File: config.mk
export PLATFORM = sky130hd
export DESIGN_NAME = bus_read_sequencer_flat
export DESIGN_NICKNAME = d
export VERILOG_FILES = /design/src/rtl/bus_read_sequencer_if.sv /design/src/rtl/bus_read_sequencer.sv /design/src/flat_wrapper.sv
export SDC_FILE = /design/constraint.sdc
export NUM_CORES = 1
export LEC_CHECK = 0
export ABC_AREA = 0
export CAP_MARGIN = 15
export CORE_MARGIN = 4
export CORE_UTILIZATION = 49
export CTS_BUF_LIST = sky130_fd_sc_hd__clkbuf_4 sky130_fd_sc_hd__clkbuf_8 sky130_fd_sc_hd__clkbuf_16
export DETAILED_ROUTE_END_ITERATION = 8
export PLACE_DENSITY = 0.86
export SYNTH_ARGS = -nofsm -noshare
export SYNTH_HDL_FRONTEND = slang
export SYNTH_SLANG_ARGS = --single-unit
export TNS_END_PERCENT = 100
File: constraint.sdc
create_clock -name clk -period 1.77 [get_ports clk]
set_input_delay 0.2655 -clock clk [delete_from_list [all_inputs] [get_ports clk]]
set_output_delay 0.2655 -clock clk [all_outputs]
set_load 0.005 [all_outputs]
File: src/rtl/bus_read_sequencer_if.sv
// Command/response channel between the read sequencer (master) and one
// serial-bus initiator (slave).
interface bus_read_sequencer_if #(
    parameter int ADDR_WIDTH = 12,
    parameter int DATA_WIDTH = 8
);
    logic                  init_ready;
    logic                  init_req;
    logic                  init_mode;
    logic [ADDR_WIDTH-1:0] init_addr;
    logic [DATA_WIDTH-1:0] init_rdata;
    logic                  init_rdata_valid;

    modport master (
        input  init_ready,
        input  init_rdata,
        input  init_rdata_valid,
        output init_req,
        output init_mode,
        output init_addr
    );

    modport slave (
        output init_ready,
        output init_rdata,
        output init_rdata_valid,
        input  init_req,
        input  init_mode,
        input  init_addr
    );
endinterface

File: src/rtl/bus_read_sequencer.sv
// Debounced trigger -> one read from a circular buffer in the target's address
// space; the returned word is shown on the LEDs and the buffer pointer advances.
module bus_read_sequencer #(
    parameter int ADDR_WIDTH      = 12,
    parameter int DATA_WIDTH      = 8,
    parameter int BASE_ADDR       = 0,
    parameter int BUF_DEPTH       = 6,
    parameter int DEBOUNCE_CYCLES = 4,
    parameter int TIMEOUT_CYCLES  = 1023
) (
    input  logic                         clk,
    input  logic                         rstn,
    input  logic                         trigger,
    bus_read_sequencer_if.master         bus,
    output logic [DATA_WIDTH-1:0]        leds,
    output logic                         busy,
    output logic                         timeout_err,
    output logic [$clog2(BUF_DEPTH)-1:0] buf_ptr
);
    localparam int PTR_WIDTH  = $clog2(BUF_DEPTH);
    localparam int DEB_WIDTH  = $clog2(DEBOUNCE_CYCLES + 1);
    localparam int WAIT_WIDTH = $clog2(TIMEOUT_CYCLES);

    localparam logic [DEB_WIDTH-1:0]  DEB_MAX   = DEB_WIDTH'(DEBOUNCE_CYCLES);
    localparam logic [DEB_WIDTH-1:0]  DEB_LAST  = DEB_WIDTH'(DEBOUNCE_CYCLES - 1);
    localparam logic [WAIT_WIDTH-1:0] WAIT_LAST = WAIT_WIDTH'(TIMEOUT_CYCLES - 1);
    localparam logic [PTR_WIDTH-1:0]  PTR_LAST  = PTR_WIDTH'(BUF_DEPTH - 1);

    typedef enum logic [1:0] {S_IDLE, S_REQ, S_WAIT} state_t;

    state_t                state_q, state_d;
    logic                  sync1_q, sync2_q;
    logic [DEB_WIDTH-1:0]  deb_cnt_q, deb_cnt_d;
    logic                  trig_pulse_q, trig_pulse_d;
    logic                  pending_q, pending_d;
    logic [WAIT_WIDTH-1:0] wait_cnt_q, wait_cnt_d;
    logic [PTR_WIDTH-1:0]  ptr_q, ptr_d;
    logic [DATA_WIDTH-1:0] leds_q, leds_d;
    logic                  timeout_q, timeout_d;
    logic                  busy_q, busy_d;
    logic                  req_q, req_d;
    logic [ADDR_WIDTH-1:0] addr_q, addr_d;

    // Counter saturates at DEB_MAX, so a held button yields a single pulse.
    always_comb begin
        deb_cnt_d    = deb_cnt_q;
        trig_pulse_d = 1'b0;
        if (!sync2_q) begin
            deb_cnt_d = '0;
        end else if (deb_cnt_q != DEB_MAX) begin
            deb_cnt_d    = deb_cnt_q + 1'b1;
            trig_pulse_d = (deb_cnt_q == DEB_LAST);
        end
    end

    always_comb begin
        state_d    = state_q;
        pending_d  = pending_q | trig_pulse_q;
        wait_cnt_d = wait_cnt_q;
        ptr_d      = ptr_q;
        leds_d     = leds_q;
        timeout_d  = timeout_q;
        addr_d     = addr_q;
        case (state_q)
            S_IDLE: begin
                if ((pending_q | trig_pulse_q) && bus.init_ready) begin
                    state_d   = S_REQ;
                    pending_d = 1'b0;
                    addr_d    = ADDR_WIDTH'(BASE_ADDR) + ADDR_WIDTH'(ptr_q);
                end
            end
            S_REQ: begin
                state_d    = S_WAIT;
                wait_cnt_d = '0;
            end
            S_WAIT: begin
                // A response arriving on the last wait cycle still counts as success.
                if (bus.init_rdata_valid) begin
                    state_d   = S_IDLE;
                    leds_d    = bus.init_rdata;
                    ptr_d     = (ptr_q == PTR_LAST) ? '0 : ptr_q + 1'b1;
                    timeout_d = 1'b0;
                end else if (wait_cnt_q == WAIT_LAST) begin
                    state_d   = S_IDLE;
                    timeout_d = 1'b1;
                end else begin
                    wait_cnt_d = wait_cnt_q + 1'b1;
                end
            end
            default: state_d = S_IDLE;
        endcase
        req_d  = (state_d == S_REQ);
        busy_d = (state_d != S_IDLE);
    end

    always_ff @(posedge clk or negedge rstn) begin
        if (!rstn) begin
            state_q      <= S_IDLE;
            sync1_q      <= 1'b0;
            sync2_q      <= 1'b0;
            deb_cnt_q    <= '0;
            trig_pulse_q <= 1'b0;
            pending_q    <= 1'b0;
            wait_cnt_q   <= '0;
            ptr_q        <= '0;
            leds_q       <= '0;
            timeout_q    <= 1'b0;
            busy_q       <= 1'b0;
            req_q        <= 1'b0;
            addr_q       <= '0;
        end else begin
            state_q      <= state_d;
            sync1_q      <= trigger;
            sync2_q      <= sync1_q;
            deb_cnt_q    <= deb_cnt_d;
            trig_pulse_q <= trig_pulse_d;
            pending_q    <= pending_d;
            wait_cnt_q   <= wait_cnt_d;
            ptr_q        <= ptr_d;
            leds_q       <= leds_d;
            timeout_q    <= timeout_d;
            busy_q       <= busy_d;
            req_q        <= req_d;
            addr_q       <= addr_d;
        end
    end

    assign bus.init_req  = req_q;
    assign bus.init_mode = 1'b0;
    assign bus.init_addr = addr_q;
    assign leds          = leds_q;
    assign busy          = busy_q;
    assign timeout_err   = timeout_q;
    assign buf_ptr       = ptr_q;

endmodule
File: src/flat_wrapper.sv
// flat-port wrapper written by rule: the top's interface ports become plain ports
module bus_read_sequencer_flat 
#(
    parameter int ADDR_WIDTH      = 12,
    parameter int DATA_WIDTH      = 8,
    parameter int BASE_ADDR       = 0,
    parameter int BUF_DEPTH       = 6,
    parameter int DEBOUNCE_CYCLES = 4,
    parameter int TIMEOUT_CYCLES  = 1023
)
  (clk, rstn, trigger, leds, busy, timeout_err, buf_ptr, bus_init_ready, bus_init_rdata, bus_init_rdata_valid, bus_init_req, bus_init_mode, bus_init_addr);
  bus_read_sequencer_if #(.ADDR_WIDTH(ADDR_WIDTH), .DATA_WIDTH(DATA_WIDTH)) bus_i ();
  input  logic clk;
  input  logic rstn;
  input  logic trigger;
  output logic [DATA_WIDTH-1:0] leds;
  output logic busy;
  output logic timeout_err;
  output logic [$clog2(BUF_DEPTH)-1:0] buf_ptr;
  input wire logic [$bits(bus_i.init_ready)-1:0] bus_init_ready;
  input wire logic [$bits(bus_i.init_rdata)-1:0] bus_init_rdata;
  input wire logic [$bits(bus_i.init_rdata_valid)-1:0] bus_init_rdata_valid;
  output wire logic [$bits(bus_i.init_req)-1:0] bus_init_req;
  output wire logic [$bits(bus_i.init_mode)-1:0] bus_init_mode;
  output wire logic [$bits(bus_i.init_addr)-1:0] bus_init_addr;
  assign bus_i.init_ready = bus_init_ready;
  assign bus_i.init_rdata = bus_init_rdata;
  assign bus_i.init_rdata_valid = bus_init_rdata_valid;
  assign bus_init_req = bus_i.init_req;
  assign bus_init_mode = bus_i.init_mode;
  assign bus_init_addr = bus_i.init_addr;
  bus_read_sequencer #(.ADDR_WIDTH(ADDR_WIDTH), .DATA_WIDTH(DATA_WIDTH), .BASE_ADDR(BASE_ADDR), .BUF_DEPTH(BUF_DEPTH), .DEBOUNCE_CYCLES(DEBOUNCE_CYCLES), .TIMEOUT_CYCLES(TIMEOUT_CYCLES)) u_core (.clk(clk), .rstn(rstn), .trigger(trigger), .bus(bus_i), .leds(leds), .busy(busy), .timeout_err(timeout_err), .buf_ptr(buf_ptr));
endmodule
==> Word level (Yosys, flattened, before mapping) <==
Cells that the tools add are included.
{ "classes": {"multipliers": 0, "reduce_logical": 9, "addsub": 3, "n_bitwise": 1, "div_mod_pow": 0, "n_shift": 0, "n_mux": 16, "eq_ne": 10, "n_lt_le_gt_ge": 0} }
{ "ops": {"columns": ["operator", "count"], "rows": [
  ["10-bit 2-to-1 mux", 2],
  ["10-bit one-hot mux with 2 select lines", 1],
  ["10-bit by 1-bit adder with 10-bit output, second input constant", 1],
  ["10-bit == test, second input constant", 1],
  ["3-bit 2-to-1 mux", 3],
  ["3-bit by 1-bit adder with 3-bit output, second input constant", 2],
  ["1-bit 2-to-1 mux", 6],
  ["2-bit 2-to-1 mux", 3],
  ["2-bit inequality test, second input constant", 3],
  ["2-bit one-hot mux with 3 select lines", 1],
  ["2-bit AND reduction", 3],
  ["2-bit nonzero test", 3],
  ["2-bit by 1-bit == test with 1-bit output, second input constant", 2],
  ["3-bit by 2-bit == test with 1-bit output, second input constant", 1],
  ["3-bit == test, second input constant", 1],
  ["3-bit inequality test, second input constant", 1],
  ["3-bit AND reduction", 1],
  ["2-bit == test, second input constant", 1],
  ["2-bit logical NOT", 1],
  ["1-bit logical AND", 1],
  ["1-bit OR", 1]
]} }
{ "word_totals": {"mem_bits_ro": 0, "output_inout_bits": 27, "memories": 0, "input_bits": 13, "latch_bits": 0, "regBits": 36, "elab_cells": 52, "ramBits": 0} }

==> Depth between registers and ports, before layout <==
{ "logic_depth": {"ltp_word": 5, "mapped_depth": 8, "ltp_nobuf": 7} }

==> Worst setup path before layout <==
No wires, ideal clock.
{ "synth_path": {"path_type": "reg-to-reg", "from": "reg u_core.wait_cnt_q[0]", "to": "reg u_core.wait_cnt_q[2]", "synth_period_minus_slack_ps": 1526, "setup_time_ps": 138, "path_slack_ps": 244, "t_required_ps": 1632, "arrival_time_ps": 1388, "path_buffers": 1, "path_stages_with_launch": 8, "cell_sequence": "dfrtp_1 -> inv_1 -> ha_1 -> nand3_1 -> or3_4 -> buf_6 -> a31oi_1 -> a31oi_1"} }
{ "synth_via": {"elab_chain_cells": 4, "word_cells_on_any_way": 7, "classes_between": "add/sub: 1; eq/ne: 2; mux: 3; reduce/logical: 1"} }
{ "synth_rtl": {"columns": ["element", "line", "text"], "rows": [
  ["start: declaration", "bus_read_sequencer.sv:36", "logic [WAIT_WIDTH-1:0] wait_cnt_q, wait_cnt_d;"],
  ["start signal: assignment", "bus_read_sequencer.sv:118", "wait_cnt_q <= wait_cnt_d;"],
  ["10-bit by 1-bit adder with 10-bit output", "bus_read_sequencer.sv:87", "wait_cnt_d = wait_cnt_q + 1'b1;"],
  ["10-bit 2-to-1 mux", "bus_read_sequencer.sv:83", "end else if (wait_cnt_q == WAIT_LAST) begin"],
  ["10-bit 2-to-1 mux", "bus_read_sequencer.sv:78", "if (bus.init_rdata_valid) begin"],
  ["10-bit one-hot mux with 2 select lines", "bus_read_sequencer.sv:64", "case (state_q)"]
]} }
Several ways; a longest one is shown, not always the timed one. The select of a mux whose other input is x is not followed.
A chain may end at the register's enable or synchronous reset.

==> Worst setup path in the final report <==
{ "layout_path": {"from": "reg u_core.wait_cnt_q[1]", "to": "reg u_core.wait_cnt_q[8]"} }
The elaborated chain is that of the path after synthesis.

==> run_results.csv <==
group,metric,value,unit
global_routing,use_met2,26.5,%
clocking,clk_pin_slew,110,ps
clocking,cts_sinks,36,
layout,syn_to_final_growth,22.7,%
min_path,hold_class,"in -> async",
critical_path,critPathBufInv,0,
timing,setup_viol,0,
routing,drc,0,
routing,vias,1246,
clocking,post_cts_buffers,0,
critical_path,arrival,1850,ps
logic_synthesis,syn_avg_cell_area,10.1,sq um
logic_synthesis,ys_seq_area_share,52.6,%
critical_path,startpoint_type,"register",
layout,num_antenna_cells,0,
logic_synthesis,synthCells,169,
critical_path,crit_type,"reg -> reg",
placed_design,hpwl,2.37,mm
global_routing,grt_pass1_wl,5.54,mm
routing,totalWireLength,3.24,mm
routing,drt-vias-per-instance,4.98,
layout,nets,221,
global_routing,use_met3,3.37,%
power_and_ir_drop,power_density,1330,nW/um^2
floorplanning,initial_utilization,50.9,%
routing,wl_per_cell,13.0,um
routing,ant_nets,0,
critical_path,cpLargestDelayFamily,"simple AND/OR/NAND/NOR gates",
clocking,cts-buffers-inserted,5,
global_routing,overflow,0,
timing,fin_crit,1610,ps
floorplanning,io_pins,40,
critical_path,cpPeakStageDelay,450,ps
flow_run,maxCapViolations,0,
routing,drt_iter0_drc,67,
routing,dr.pass1.iters,4,
layout,final_cell_mix,"dfrtp_1 (36), nand2_1 (34), clkdlybuf4s50_1 (29), nand3_1 (12)",
timing,fin_tns_setup,0,ps
global_routing,grt_pass1_vias,1204,
critical_path,critPathMaxFanout,12,
logic_synthesis,ys_ff_latch,36,
global_routing,busiest_layer,"met2",
floorplanning,fp.dieH,67.1,um
timing,fin_ws,156,ps
clocking,hold_buffers,0,
clocking,ctsResizeCount,0,
global_routing,grt_max_degree,37,
floorplanning,num_rows,21,
floorplanning,dieArea,4510,sq um
placed_design,gp_congestion,0.811,
global_routing,grt_util_met1,21.9,%
logic_synthesis,async_reset_ff_share,100,%
logic_synthesis,synth_edf_count,0,
placed_design,port_buffers,29,
global_routing,antenna_found_initial,0,
layout,final_layout_size_suffix_gt1_share,11.3,%
status,status,"completed",
clocking,cts_tree,"built",
power_and_ir_drop,peakVddDrop,0.948,mV
timing,rsz0062_at_grt,"no",
timing,max_freq,619,MHz
timing,drv_slew,0,
critical_path,required,2000,ps
floorplanning,dieWidth,67.1,um
layout,final_common_cell,"dfrtp_1",
logic_synthesis,syn_area,1710,sq um
logic_synthesis,synth_flop_cell,"dfrtp_1",
critical_path,cp_slowest_cell,"dfrtp_1",
timing,fin_crit_sh,91.2,%
power_and_ir_drop,p_leak,0.000959,uW
clocking,h-tree-depth,2,
logic_synthesis,synthDistinctLibCells,38,
clocking,cts_root_buffer,"clkbuf_4",
clocking,cts_buffer_depth,2,
floorplanning,core-area,3360,sq um
clocking,insertion_delay,350,ps
logic_synthesis,ys_warn_count,0,
critical_path,end_kind,"register",
global_routing,track_usage,16.9,%
placed_design,pre_cts_ws,130,ps
timing,hold_viol_final,0,
critical_path,path_cells,"ha_1 > nand3_1 > or3_4 > a311oi_2 > mux2i_1",
timing,fin_worst_skew,10.9,ps
worst register-to-register path, stage by stage (launching register included):
cell,delay (ps)
dfrtp_1,450
ha_1,180
nand3_1,100
or3_4,420
a311oi_2,260
mux2i_1,100
per-stage QoR:
step	std cells	hold slack [ps]	utilization, %	instance area [sq um]	power, uW
after floorplan	178	-30.1	-	1750	1750
after global placement	242	336	60.1	2020	2200
after detailed placement	242	340	60.1	2020	2240
after CTS	250	320	62.5	2100	2820
after global routing	250	331	62.5	2100	3010
final	250	309	62.5	2100	2790
worst paths after layout:
path	startpoint	endpoint	slack, ps	cells past startpoint
worst max-delay path	u_core.wait_cnt_q[1]	u_core.wait_cnt_q[8]	160	5
worst min-delay path	rstn	u_core.buf_ptr[0]	310	2
worst max register to register	u_core.wait_cnt_q[1]	u_core.wait_cnt_q[8]	160	5
worst min register to register	u_core.sync1_q	u_core.sync2_q	360	0
max in group asynchronous	rstn	u_core.wait_cnt_q[6]	1140	2
min in group clk	trigger	u_core.sync1_q	350	1
area by class of cell:
cell class,instances,area [sq um]
Clock inverter,3,42.5
Multi-Input combinational cell,120,713
Timing Repair Buffer,34,328
Fill cell,296,1260
Clock buffer,5,37.5
Tap cell,46,57.6
Inverter,6,22.5
Sequential cell,36,901
layer usage:
| metal | wire (um) | vias up |
|---|---|---|
| met5 | 0 | - |
| met4 | 87 | 0 |
| met3 | 119 | 8 |
| met2 | 1580 | 32 |
| met1 | 1460 | 586 |
| li1 | - | 620 |
logic make-up (layout without fill, tap and decap cells):
logic type | Yosys count | after routing | synth area share [%]
flops | 36 | 36 | 52.6
other cells | 1 | 10 | 0.219
mux | 6 | 6 | 3.87
xor+xnor | 4 | 4 | 2.05
compound gates | 20 | 20 | 8.55
buf+inv | 22 | 48 | 7.74
simple gates | 75 | 75 | 21.3
fa+ha+maj | 5 | 5 | 3.65
power by group:
group	leakage (uW)	switching, uW	internal [uW]
Sequential	0.000471	190	1060
Combinational	0.000447	413	547
Clock	0.0000412	278	294
Total	0.000959	881	1910
cell usage after synthesis (3+ instances only):
cell type | n | share of area [%]
inv_1 | 5 | 1.1
mux2_2 | 5 | 3.3
ha_1 | 5 | 3.7
clkbuf_1 | 3 | 0.66
nand2_1 | 34 | 7.5
nand3_1 | 12 | 3.5
dfrtp_1 | 36 | 53
nand2b_1 | 3 | 1.1
nor2_1 | 10 | 2.2
a31oi_1 | 6 | 2.2
buf_4 | 11 | 4.8
nand3b_1 | 3 | 1.3
o2bb2ai_1 | 3 | 1.5
state kept, by name (all words and copies together), names as in the netlist, 2 cells and up:
signal and count:
u_core.deb_cnt_q 3, u_core.leds 8, u_core.state_q 2, u_core.buf_ptr 3, u_core.bus.init_addr 3, u_core.wait_cnt_q 10
(Power assumes the default switching activity.)
